<file path="config.mk">
export PLATFORM = sky130hd
export DESIGN_NAME = dcache_dma_flat
export DESIGN_NICKNAME = d
export VERILOG_FILES = /design/src/rtl/dcache_dma_if.sv /design/src/rtl/dcache_dma.sv /design/src/flat_wrapper.sv
export SDC_FILE = /design/constraint.sdc
export NUM_CORES = 1
export LEC_CHECK = 0
export BUFFER_PORTS_ARGS = -buffer_cell sky130_fd_sc_hd__buf_2
export CAP_MARGIN = 20
export CORE_MARGIN = 5
export CORE_UTILIZATION = 59
export DETAILED_ROUTE_END_ITERATION = 10
export GPL_TIMING_DRIVEN = 0
export PLACE_DENSITY = 0.89
export SLEW_MARGIN = 15
export SYNTH_ARGS = -nofsm -noshare
export SYNTH_HDL_FRONTEND = slang
export SYNTH_SLANG_ARGS = --single-unit
</file>
<file path="constraint.sdc">
create_clock -name clk_i -period 5.99 [get_ports clk_i]
set_clock_uncertainty 0.15 [all_clocks]
set_input_delay 0 -clock clk_i [delete_from_list [all_inputs] [get_ports clk_i]]
set_output_delay 0 -clock clk_i [all_outputs]
set_load 0.01 [all_outputs]
</file>
<file path="src/rtl/dcache_dma_if.sv">
// Command port, status flags and single-port cache bus of the block-transfer initiator.
// The master modport is the initiator; the slave modport is the control path plus cache.
interface dcache_dma_if #(
    parameter int WORD_COUNT = 64,
    parameter int WORD_BITS  = 32
);
    localparam int BYTES_PER_WORD = WORD_BITS / 8;
    localparam int ADDR_BITS      = $clog2(WORD_COUNT * BYTES_PER_WORD);
    localparam int LEN_BITS       = $clog2(WORD_COUNT) + 1;

    logic                 cmd_valid_i;
    logic                 cmd_ready_o;
    logic                 cmd_mode_i;
    logic [ADDR_BITS-1:0] cmd_src_i;
    logic [ADDR_BITS-1:0] cmd_dst_i;
    logic [LEN_BITS-1:0]  cmd_len_i;
    logic [WORD_BITS-1:0] cmd_fill_i;
    logic                 busy_o;
    logic                 done_o;
    logic                 err_o;
    logic [ADDR_BITS-1:0] address_o;
    logic [WORD_BITS-1:0] rd_data_i;
    logic [WORD_BITS-1:0] wr_data_o;
    logic                 wr_en_o;

    modport master (
        input  cmd_valid_i, cmd_mode_i, cmd_src_i, cmd_dst_i, cmd_len_i, cmd_fill_i, rd_data_i,
        output cmd_ready_o, busy_o, done_o, err_o, address_o, wr_data_o, wr_en_o
    );

    modport slave (
        output cmd_valid_i, cmd_mode_i, cmd_src_i, cmd_dst_i, cmd_len_i, cmd_fill_i, rd_data_i,
        input  cmd_ready_o, busy_o, done_o, err_o, address_o, wr_data_o, wr_en_o
    );
endinterface

</file>
<file path="src/rtl/dcache_dma.sv">
// Block-transfer initiator for the single-port data cache: word copy (read/write per word)
// and constant fill (one write per word), one command at a time, all outputs registered.
module dcache_dma #(
    parameter int WORD_COUNT = 64,
    parameter int WORD_BITS  = 32
) (
    input  logic          clk_i,
    input  logic          reset_i,
    dcache_dma_if.master  bus
);
    localparam int BYTES_PER_WORD = WORD_BITS / 8;
    localparam int ADDR_BITS      = $clog2(WORD_COUNT * BYTES_PER_WORD);
    localparam int LEN_BITS       = $clog2(WORD_COUNT) + 1;
    localparam int RANGE_BITS     = ADDR_BITS + 2;

    localparam logic [RANGE_BITS-1:0] MEM_BYTES  = RANGE_BITS'(WORD_COUNT * BYTES_PER_WORD);
    localparam logic [RANGE_BITS-1:0] STEP_WIDE  = RANGE_BITS'(BYTES_PER_WORD);
    localparam logic [ADDR_BITS-1:0]  STEP       = ADDR_BITS'(BYTES_PER_WORD);
    localparam logic [ADDR_BITS-1:0]  ALIGN_MASK = ADDR_BITS'(BYTES_PER_WORD - 1);

    typedef enum logic [1:0] {
        ST_IDLE  = 2'd0,
        ST_READ  = 2'd1,
        ST_WRITE = 2'd2,
        ST_DONE  = 2'd3
    } state_t;

    // Span end is formed two bits wider than an address so base + len*step never wraps.
    function automatic logic out_of_range(input logic [ADDR_BITS-1:0] base,
                                          input logic [LEN_BITS-1:0]  len);
        logic [RANGE_BITS-1:0] span_end;
        span_end = RANGE_BITS'(base) + (RANGE_BITS'(len) * STEP_WIDE);
        return (span_end > MEM_BYTES);
    endfunction

    function automatic logic misaligned(input logic [ADDR_BITS-1:0] addr);
        return ((addr & ALIGN_MASK) != {ADDR_BITS{1'b0}});
    endfunction

    state_t               state_r, nxt_state_s;
    logic                 mode_r, nxt_mode_s;
    logic [ADDR_BITS-1:0] src_r, nxt_src_s;
    logic [ADDR_BITS-1:0] dst_r, nxt_dst_s;
    logic [LEN_BITS-1:0]  remain_r, nxt_remain_s;
    logic [WORD_BITS-1:0] fill_r, nxt_fill_s;
    logic [WORD_BITS-1:0] buf_r, nxt_buf_s;
    logic                 err_r, nxt_err_s;
    logic                 cmd_err_s;

    logic                 cmd_ready_r, nxt_cmd_ready_s;
    logic                 busy_r, nxt_busy_s;
    logic                 done_r, nxt_done_s;
    logic                 err_out_r, nxt_err_out_s;
    logic [ADDR_BITS-1:0] address_r, nxt_address_s;
    logic [WORD_BITS-1:0] wr_data_r, nxt_wr_data_s;
    logic                 wr_en_r, nxt_wr_en_s;

    // Command legality: alignment and range of destination, and of source for copies.
    always_comb begin
        cmd_err_s = misaligned(bus.cmd_dst_i) | out_of_range(bus.cmd_dst_i, bus.cmd_len_i);
        if (bus.cmd_mode_i == 1'b0) begin
            cmd_err_s = cmd_err_s | misaligned(bus.cmd_src_i)
                                  | out_of_range(bus.cmd_src_i, bus.cmd_len_i);
        end else begin
            cmd_err_s = cmd_err_s;
        end
    end

    // Next-state and datapath update for the transfer sequencer.
    always_comb begin
        nxt_state_s  = state_r;
        nxt_mode_s   = mode_r;
        nxt_src_s    = src_r;
        nxt_dst_s    = dst_r;
        nxt_remain_s = remain_r;
        nxt_fill_s   = fill_r;
        nxt_buf_s    = buf_r;
        nxt_err_s    = err_r;
        case (state_r)
            ST_IDLE: begin
                if (bus.cmd_valid_i) begin
                    nxt_mode_s   = bus.cmd_mode_i;
                    nxt_src_s    = bus.cmd_src_i;
                    nxt_dst_s    = bus.cmd_dst_i;
                    nxt_remain_s = bus.cmd_len_i;
                    nxt_fill_s   = bus.cmd_fill_i;
                    nxt_err_s    = cmd_err_s;
                    if (cmd_err_s || (bus.cmd_len_i == {LEN_BITS{1'b0}})) begin
                        nxt_state_s = ST_DONE;
                    end else if (bus.cmd_mode_i) begin
                        nxt_state_s = ST_WRITE;
                    end else begin
                        nxt_state_s = ST_READ;
                    end
                end else begin
                    nxt_err_s = 1'b0;
                end
            end
            ST_READ: begin
                nxt_buf_s   = bus.rd_data_i;
                nxt_state_s = ST_WRITE;
            end
            ST_WRITE: begin
                nxt_src_s    = src_r + STEP;
                nxt_dst_s    = dst_r + STEP;
                nxt_remain_s = remain_r - LEN_BITS'(1);
                if (remain_r == LEN_BITS'(1)) begin
                    nxt_state_s = ST_DONE;
                end else if (mode_r) begin
                    nxt_state_s = ST_WRITE;
                end else begin
                    nxt_state_s = ST_READ;
                end
            end
            ST_DONE: begin
                nxt_state_s = ST_IDLE;
            end
            default: begin
                nxt_state_s = ST_IDLE;
            end
        endcase
    end

    // Outputs are precomputed from the upcoming state so they leave the block registered.
    always_comb begin
        nxt_cmd_ready_s = 1'b0;
        nxt_busy_s      = 1'b0;
        nxt_done_s      = 1'b0;
        nxt_err_out_s   = 1'b0;
        nxt_address_s   = {ADDR_BITS{1'b0}};
        nxt_wr_data_s   = {WORD_BITS{1'b0}};
        nxt_wr_en_s     = 1'b0;
        case (nxt_state_s)
            ST_IDLE: begin
                nxt_cmd_ready_s = 1'b1;
            end
            ST_READ: begin
                nxt_busy_s    = 1'b1;
                nxt_address_s = nxt_src_s;
            end
            ST_WRITE: begin
                nxt_busy_s    = 1'b1;
                nxt_address_s = nxt_dst_s;
                nxt_wr_en_s   = 1'b1;
                nxt_wr_data_s = nxt_mode_s ? nxt_fill_s : nxt_buf_s;
            end
            ST_DONE: begin
                nxt_busy_s    = 1'b1;
                nxt_done_s    = 1'b1;
                nxt_err_out_s = nxt_err_s;
            end
            default: begin
                nxt_cmd_ready_s = 1'b1;
            end
        endcase
    end

    // State, datapath and output registers; reset clears everything except the ready flag.
    always_ff @(posedge clk_i or negedge reset_i) begin
        if (!reset_i) begin
            state_r     <= ST_IDLE;
            mode_r      <= 1'b0;
            src_r       <= {ADDR_BITS{1'b0}};
            dst_r       <= {ADDR_BITS{1'b0}};
            remain_r    <= {LEN_BITS{1'b0}};
            fill_r      <= {WORD_BITS{1'b0}};
            buf_r       <= {WORD_BITS{1'b0}};
            err_r       <= 1'b0;
            cmd_ready_r <= 1'b1;
            busy_r      <= 1'b0;
            done_r      <= 1'b0;
            err_out_r   <= 1'b0;
            address_r   <= {ADDR_BITS{1'b0}};
            wr_data_r   <= {WORD_BITS{1'b0}};
            wr_en_r     <= 1'b0;
        end else begin
            state_r     <= nxt_state_s;
            mode_r      <= nxt_mode_s;
            src_r       <= nxt_src_s;
            dst_r       <= nxt_dst_s;
            remain_r    <= nxt_remain_s;
            fill_r      <= nxt_fill_s;
            buf_r       <= nxt_buf_s;
            err_r       <= nxt_err_s;
            cmd_ready_r <= nxt_cmd_ready_s;
            busy_r      <= nxt_busy_s;
            done_r      <= nxt_done_s;
            err_out_r   <= nxt_err_out_s;
            address_r   <= nxt_address_s;
            wr_data_r   <= nxt_wr_data_s;
            wr_en_r     <= nxt_wr_en_s;
        end
    end

    assign bus.cmd_ready_o = cmd_ready_r;
    assign bus.busy_o      = busy_r;
    assign bus.done_o      = done_r;
    assign bus.err_o       = err_out_r;
    assign bus.address_o   = address_r;
    assign bus.wr_data_o   = wr_data_r;
    assign bus.wr_en_o     = wr_en_r;
endmodule
</file>
<file path="src/flat_wrapper.sv">
// flat-port wrapper written by rule: the top's interface ports become plain ports
module dcache_dma_flat 
#(
    parameter int WORD_COUNT = 64,
    parameter int WORD_BITS  = 32
)
  (clk_i, reset_i, bus_cmd_valid_i, bus_cmd_mode_i, bus_cmd_src_i, bus_cmd_dst_i, bus_cmd_len_i, bus_cmd_fill_i, bus_rd_data_i, bus_cmd_ready_o, bus_busy_o, bus_done_o, bus_err_o, bus_address_o, bus_wr_data_o, bus_wr_en_o);
  dcache_dma_if #(.WORD_COUNT(WORD_COUNT), .WORD_BITS(WORD_BITS)) bus_i ();
  input  logic clk_i;
  input  logic reset_i;
  input wire logic [$bits(bus_i.cmd_valid_i)-1:0] bus_cmd_valid_i;
  input wire logic [$bits(bus_i.cmd_mode_i)-1:0] bus_cmd_mode_i;
  input wire logic [$bits(bus_i.cmd_src_i)-1:0] bus_cmd_src_i;
  input wire logic [$bits(bus_i.cmd_dst_i)-1:0] bus_cmd_dst_i;
  input wire logic [$bits(bus_i.cmd_len_i)-1:0] bus_cmd_len_i;
  input wire logic [$bits(bus_i.cmd_fill_i)-1:0] bus_cmd_fill_i;
  input wire logic [$bits(bus_i.rd_data_i)-1:0] bus_rd_data_i;
  output wire logic [$bits(bus_i.cmd_ready_o)-1:0] bus_cmd_ready_o;
  output wire logic [$bits(bus_i.busy_o)-1:0] bus_busy_o;
  output wire logic [$bits(bus_i.done_o)-1:0] bus_done_o;
  output wire logic [$bits(bus_i.err_o)-1:0] bus_err_o;
  output wire logic [$bits(bus_i.address_o)-1:0] bus_address_o;
  output wire logic [$bits(bus_i.wr_data_o)-1:0] bus_wr_data_o;
  output wire logic [$bits(bus_i.wr_en_o)-1:0] bus_wr_en_o;
  assign bus_i.cmd_valid_i = bus_cmd_valid_i;
  assign bus_i.cmd_mode_i = bus_cmd_mode_i;
  assign bus_i.cmd_src_i = bus_cmd_src_i;
  assign bus_i.cmd_dst_i = bus_cmd_dst_i;
  assign bus_i.cmd_len_i = bus_cmd_len_i;
  assign bus_i.cmd_fill_i = bus_cmd_fill_i;
  assign bus_i.rd_data_i = bus_rd_data_i;
  assign bus_cmd_ready_o = bus_i.cmd_ready_o;
  assign bus_busy_o = bus_i.busy_o;
  assign bus_done_o = bus_i.done_o;
  assign bus_err_o = bus_i.err_o;
  assign bus_address_o = bus_i.address_o;
  assign bus_wr_data_o = bus_i.wr_data_o;
  assign bus_wr_en_o = bus_i.wr_en_o;
  dcache_dma #(.WORD_COUNT(WORD_COUNT), .WORD_BITS(WORD_BITS)) u_core (.clk_i(clk_i), .reset_i(reset_i), .bus(bus_i));
endmodule
</file>
==> results.toml, run 1 <==
[die]
die_area_um2 = 12700
row_count = 37
ios = 136
initial_core_util = 0.604
die_x_um = 113
core_area_um2 = 10300
die_h_um = 113

[final_layout]
utilization = 0.839
syn2layout_area_growth_pct = 38.9
final_cell_mix = "buf_2 (148), dfrtp_1 (135), nand2_1 (121)"
postLayoutCellArea_um2 = 8620
drive_gt1_frac = 0.256
instances_no_fill = 1011
fin_nets = 973
final_common_cell = "buf_2"

[placement]
gp_congestion = 0.938
hpwl_um = 11600
placed_cell_area_um2 = 7090
place_inst = 884
place_ws_ns = 2.12
io_buffers = 135

[clock_tree]
numCtsBuffers = 17
htree_levels = 4
post_cts_buffers = 0
cts.repair.resized = 0
max-clock-path-buffers = 2
cts_sinks = 136
hold_buffers = 92
path_clk_slew_ns = 0.06
clock_latency_ns = 0.51
cts_tree = "built"
clockRootBuffer = "clkbuf_8"

[timing]
rsz0062_at_grt = "false"
slew-limit-headroom = 0.619
worstMarginPinSlew_ns = 0.567
finalSetupViolCount = 0
fin_crit_sh = 0.675
min_period_ns = 4.04
holdWs_ns = 0.0978
drv_slew = 0
max_freq_mhz = 247
hold_viol_final = 0
tns_ns = 0
fin_ws_ns = 1.95

[yosys]
ys_warn_count = 0
ys_types = 52
ys_seq_area_frac = 0.548
synthCells = 612
synth_flop_cell = "dfrtp_1"
synth_edf_count = 0
ys_seq_elements = 136
synth.avg_cell_area_um2 = 10.1
synthArstFlopShare = 1.00
syn_area_um2 = 6210
synth.net_count = 726

[global_route]
grt_max_degree = 89
grt_pass1_vias = 6432
gr-total-overflow = 0
antenna_found_initial = 3
grt.total_usage = 0.332
grt_pass1_wl_um = 33000

[detailed_routing]
drc = 0
wl_um = 20400
first_pass_iters = 6
dr_total_vias = 5951
drtAntennaViolNets = 0
avgRoutedWirePerCell_um = 20.2
drt-initial-drc-count = 441
viasPerCell = 5.89

[power_and_ir_drop]
power.density_nw_per_um2 = 521
pwr-share-seq = 0.335
peakVddDrop_mv = 0.307
comb_power_share = 0.429
pwr-share-clk = 0.236
p_leak_nw = 4.21
p_int_mw = 2.71
finalPower_mw = 4.49
swShare = 0.396
switchingPower_mw = 1.78

[setup_path]
critPathKind = "in -> reg"
arrival_ns = 4.32
path_cells = "dlygate4sd3_1 > buf_2 > ha_1 > inv_1 > fa_1 > nand2b_1 > nand2_1 > nand2_1 > o221ai_1 > o2111a_1 > o311ai_1 > a31o_2 > nor3_1 > ha_1 > clkbuf_1 > a22oi_1 > nor2b_1"
cp.required_ns = 6.27
cp_num_buf_inv = 4
slowest_delay_ns = 0.52
crit_path_end_kind = "flop"
path_delay_family = "buffers and inverters"
cpMaxStageDelayCell = "dlygate4sd3_1"
r2r_start = "u_core.state_r[1]"
cp-start-kind = "input port"
worstPathMaxFanout = 10
critPathLaunch = "bus_cmd_len_i[0]"

[outcome]
status = "finished, final reports clean"

[worst_hold_path]
holdCritPathClass = "in -> reg"
holdCritStartpoint = "bus_cmd_fill_i[28]"

[job]
maxCapViolCount = 0
-- layer usage --
layer  GRT usage  up-vias  wire [um]
met5           0        -          0
met4       0.195        0       1320
met3      0.0674      114       1620
met2       0.564      399      10300
met1       0.390     2867       7200
li1            -     2571          -
-- state kept, by name, summed over array words and instances (netlist names), 2 cells and up --
name and cells:
u_core.fill_r 32, u_core.buf_r 32, u_core.bus.wr_data_o 32, u_core.bus.address_o 8, u_core.src_r 8, u_core.state_r 2, u_core.dst_r 8, u_core.remain_r 7
-- cell usage after synthesis (3+ instances only) --
| cell type | count | area (um^2) |
|---|---|---|
| dfrtp_1 | 135 | 3380 |
| nand2_1 | 121 | 454 |
| nor2_1 | 85 | 319 |
| nor3b_1 | 33 | 248 |
| mux2_2 | 32 | 360 |
| ha_1 | 21 | 263 |
| a21oi_1 | 19 | 95.1 |
| clkbuf_1 | 15 | 56.3 |
| buf_2 | 14 | 70.1 |
| nor2b_1 | 14 | 87.6 |
| a22oi_1 | 11 | 82.6 |
| inv_1 | 11 | 41.3 |
| o21ai_0 | 11 | 55.1 |
| o22a_1 | 10 | 87.6 |
| nand3_1 | 7 | 35.0 |
| nand2b_1 | 5 | 31.3 |
| nand4_1 | 5 | 31.3 |
| nor3_1 | 5 | 25.0 |
| o211ai_1 | 5 | 37.5 |
| xnor2_1 | 5 | 43.8 |
| or3_1 | 4 | 25.0 |
| a31oi_1 | 3 | 18.8 |
| and3_1 | 3 | 18.8 |
| nor4_1 | 3 | 18.8 |
-- worst paths after layout --
| path | cells past startpoint | endpoint | slack (ns) |
|---|---|---|---|
| max | 17 | u_core.bus.address_o[2] | 1.95 |
| min | 4 | u_core.fill_r[28] | 0.1 |
| max reg2reg | 13 | u_core.bus.address_o[2] | 2.12 |
| min reg2reg | 2 | u_core.fill_r[14] | 0.33 |
| max in group asynchronous | 4 | u_core.remain_r[4] | 4.83 |
| min in group asynchronous | 3 | u_core.bus.cmd_ready_o | 0.42 |
-- power groups by stage --
stage | registers (mW) | logic (mW) | clock network [mW]
final | 1.50 | 1.93 | 1.06
after global routing | 1.54 | 2.11 | 1.10
after detailed placement | 1.49 | 1.75 | 0
after floorplan | 1.49 | 1.21 | 0
after global placement | 1.46 | 1.68 | 0
after CTS | 1.47 | 1.83 | 1.04
-- cell families after synthesis --
kind of cell | Yosys count | share of synthesized area
fa+ha+maj | 23 | 0.0488
buf+inv | 43 | 0.0294
xor+xnor | 7 | 0.00987
mux | 34 | 0.0615
flops | 136 | 0.548
compound gates | 78 | 0.0856
simple gates | 291 | 0.217
-- cell type report --
class                   instances  area (um^2)
flip-flops and latches        136         3400
multi-input cells             433         2620
fillers                       551         1650
repair buffers                228         1650
clock buffers                  19          432
well taps                     136          170
clock inverters                13          158
plain buffers                  32          141
inverters                      11         41.3
diodes                          3         7.51
-- worst reg2reg max path: stages, from the launching register on --
cell      delay (ns)
dfrtp_1         0.37
buf_4           0.18
nand2b_1        0.11
buf_2           0.22
nor2_1          0.08
buf_2           0.23
o21ai_0         0.19
o311ai_1        0.22
a31o_2          0.29
nor3_1          0.50
ha_1            0.39
clkbuf_1        0.44
a22oi_1         0.25
nor2b_1         0.17
No activity file was read; power rests on OpenSTA's default activity.
==> run 2, diff against run 1 <==
- ABC_AREA: not set -> 1
- CORE_UTILIZATION: 59 -> 50
- PLACE_DENSITY: 0.89 -> 0.8
- clock period: 5.99 -> 3.3 ns (I/O delays scaled with it)
==> results.toml, run 2 <==
[placement]
placed_cell_area_um2 = 7400
gp_congestion = 0.880
hpwl_um = 11700
io_buffers = 135
place_ws_ns = -0.455

[detailed_routing]
first_pass_iters = 6
drt-initial-drc-count = 471
wl_um = 19000
avgRoutedWirePerCell_um = 16.3
drtAntennaViolNets = 0
drc = 0
viasPerCell = 5.12
dr_total_vias = 5968

[die]
initial_core_util = 0.511
ios = 136
die_h_um = 124
row_count = 41
die_area_um2 = 15300
die_x_um = 124
core_area_um2 = 12700

[yosys]
ys_seq_area_frac = 0.526
synthMuxAreaShare = 0
ys_seq_elements = 136
synth_edf_count = 0
ys_types = 33
ys_warn_count = 0
synth_most_common_cell = "nand2_1"
synth_adder_area_share = 0.0468
synth.net_count = 851
synth.avg_cell_area_um2 = 8.79
synth_compound_gate_area_share = 0.128
synthTopCellsByCount = "nand2_1 (210), dfrtp_1 (135), inv_1 (80)"
synth_area_leaders = "dfrtp_1 (52%), nand2_1 (12%), inv_1 (4.6%), a211oi_2 (4.1%), ha_1 (4.1%)"
yosysTopAreaCell = "dfrtp_1"
synth_xor_area_frac = 0.00676
syn_area_um2 = 6480
synth.top_cell.area_share = 0.522
synth_top_family_by_area = "simple AND/OR/NAND/NOR gates"
synth_flop_cell = "dfrtp_1"
synthSimpleGateAreaFrac = 0.221
synthCells = 737
synthArstFlopShare = 1.00

[timing]
max_freq_mhz = 327
slew-limit-headroom = 0.587
worstMarginPinSlew_ns = 0.620
holdWs_ns = 0.00900
min_period_ns = 3.05
fin_crit_sh = 0.926
drv_slew = 0
fin_ws_ns = 0.246
rsz0062_at_grt = "false"
hold_viol_final = 0
finalSetupViolCount = 0

[clock_tree]
cts_tree = "built"
clockRootBuffer = "clkbuf_16"
post_cts_buffers = 0
htree_levels = 4
cts_sinks = 136
clock_latency_ns = 0.41
max-clock-path-buffers = 2
numCtsBuffers = 17
path_clk_slew_ns = 0.06

[setup_path]
worstPathMaxFanout = 10
cp.required_ns = 3.45
cpMaxStageDelayCell = "dlygate4sd3_1"
crit_path_frequent_cell = "nand2_1"
ff2ff_path_depth = 12
slowest_delay_ns = 0.53
arrival_ns = 3.20
path_cells = "dlygate4sd3_1 > buf_2 > ha_1 > nand2_1 > nor2_1 > nand2_1 > nand3_1 > nand2_1 > nand2_1 > nand2_1 > nand2_1 > nand2_1 > nand2_1 > nand4_1 > inv_1 > ha_4 > inv_1 > clkbuf_2 > a211oi_1"
critPathKind = "in -> reg"
cp-start-kind = "input port"
crit_path_end_kind = "flop"

[power_and_ir_drop]
power.density_nw_per_um2 = 913
p_leak_nw = 4.56
peakVddDrop_mv = 0.530

[worst_hold_path]
holdCritPathClass = "in -> async"

[final_layout]
final_common_cell = "nand2_1"
postLayoutCellArea_um2 = 8910
drive_gt1_frac = 0.252
syn2layout_area_growth_pct = 37.6
final_cell_mix = "nand2_1 (210), buf_2 (146), dfrtp_1 (135)"
utilization = 0.703
fin_nets = 1094
fillers = 931

[outcome]
status = "finished, final reports clean"

[global_route]
grt_pass1_wl_um = 30000
grt_pass1_vias = 6179
grt_max_degree = 71
grt.total_usage = 0.255
gr-total-overflow = 0
antenna_found_initial = 0

[job]
maxCapViolCount = 0
==> run 2: critical path: cells and delay by family <==
family / cells / cell delay (ns)
buffers and inverters: 5 / 1.27
AND/OR/NAND/NOR: 11 / 0.96
adder cells (fa/ha/maj): 2 / 0.61
AO/OA/AOI/OAI: 1 / 0.34
==> run 2: metal layers <==
metal / track usage / vias to the layer above / wire length [um]
met2: 0.428 / 245 / 9560
met3: 0.0577 / 45 / 1140
met5: 0 / - / 0
met1: 0.320 / 2823 / 7830
met4: 0.107 / 0 / 448
li1: - / 2855 / -
==> run 2: cell families (layout without fill, tap and decap cells) <==
group / Yosys count / after routing
and+or+nand+nor: 340 / 340
DFF: 136 / 136
AOI/OAI and AO/OA: 119 / 119
buffers and inverters: 114 / 370
adders and majority gates: 23 / 23
xor gates and xnor gates: 5 / 5
other: 0 / 1
==> run 2: what timing repair did <==
action | 4_1_cts | 5_1_grt
cloned | 0 | 0
setup endpoints to repair | 22 | 30
hold endpoints to repair | 266 | 0
hold buffers | 89 | 0
gates resized for setup | 2 | 5
==> run 2: final timing paths <==
path	start	endpoint	slack, ns
min reg2reg	u_core.dst_r[0]	u_core.dst_r[0]	0.32
max	bus_cmd_src_i[6]	u_core.bus.wr_data_o[3]	0.25
max reg2reg	u_core.state_r[0]	u_core.bus.wr_data_o[3]	0.43
min	reset_i	u_core.bus.wr_data_o[5]	0.009
max in group asynchronous	reset_i	u_core.bus.cmd_ready_o	2.22
min in group clk_i	bus_cmd_len_i[4]	u_core.state_r[0]	0.09
==> run 2: per-stage QoR <==
step / TNS, ns / power [mW] / std cells
2_1_floorplan: 0 / 4.96 / 737
3_3_place_gp: -9.08 / 5.82 / 1044
3_5_place_dp: -11.98 / 5.92 / 1045
4_1_cts: 0 / 7.97 / 1165
5_1_grt: 0 / 8.69 / 1165
6_report: 0 / 8.13 / 1166
==> run 2: cell type report <==
cell class	instances	area [um^2]	share of cell area
Timing Repair Buffer	225	1600	0.180
Clock buffer	17	425	0.0478
Antenna cell	1	2.50	0.000281
Sequential cell	136	3400	0.382
Inverter	84	315	0.0354
Buffer	29	149	0.0167
Clock inverter	15	176	0.0198
Multi-Input combinational cell	487	2620	0.294
Tap cell	172	215	0.0242
==> run 2: power breakdown <==
group	switching, mW	internal, mW	leakage, nW
Combinational	2.27	1.27	2.60
Clock	0.744	1.19	0.289
Sequential	0.264	2.39	1.67
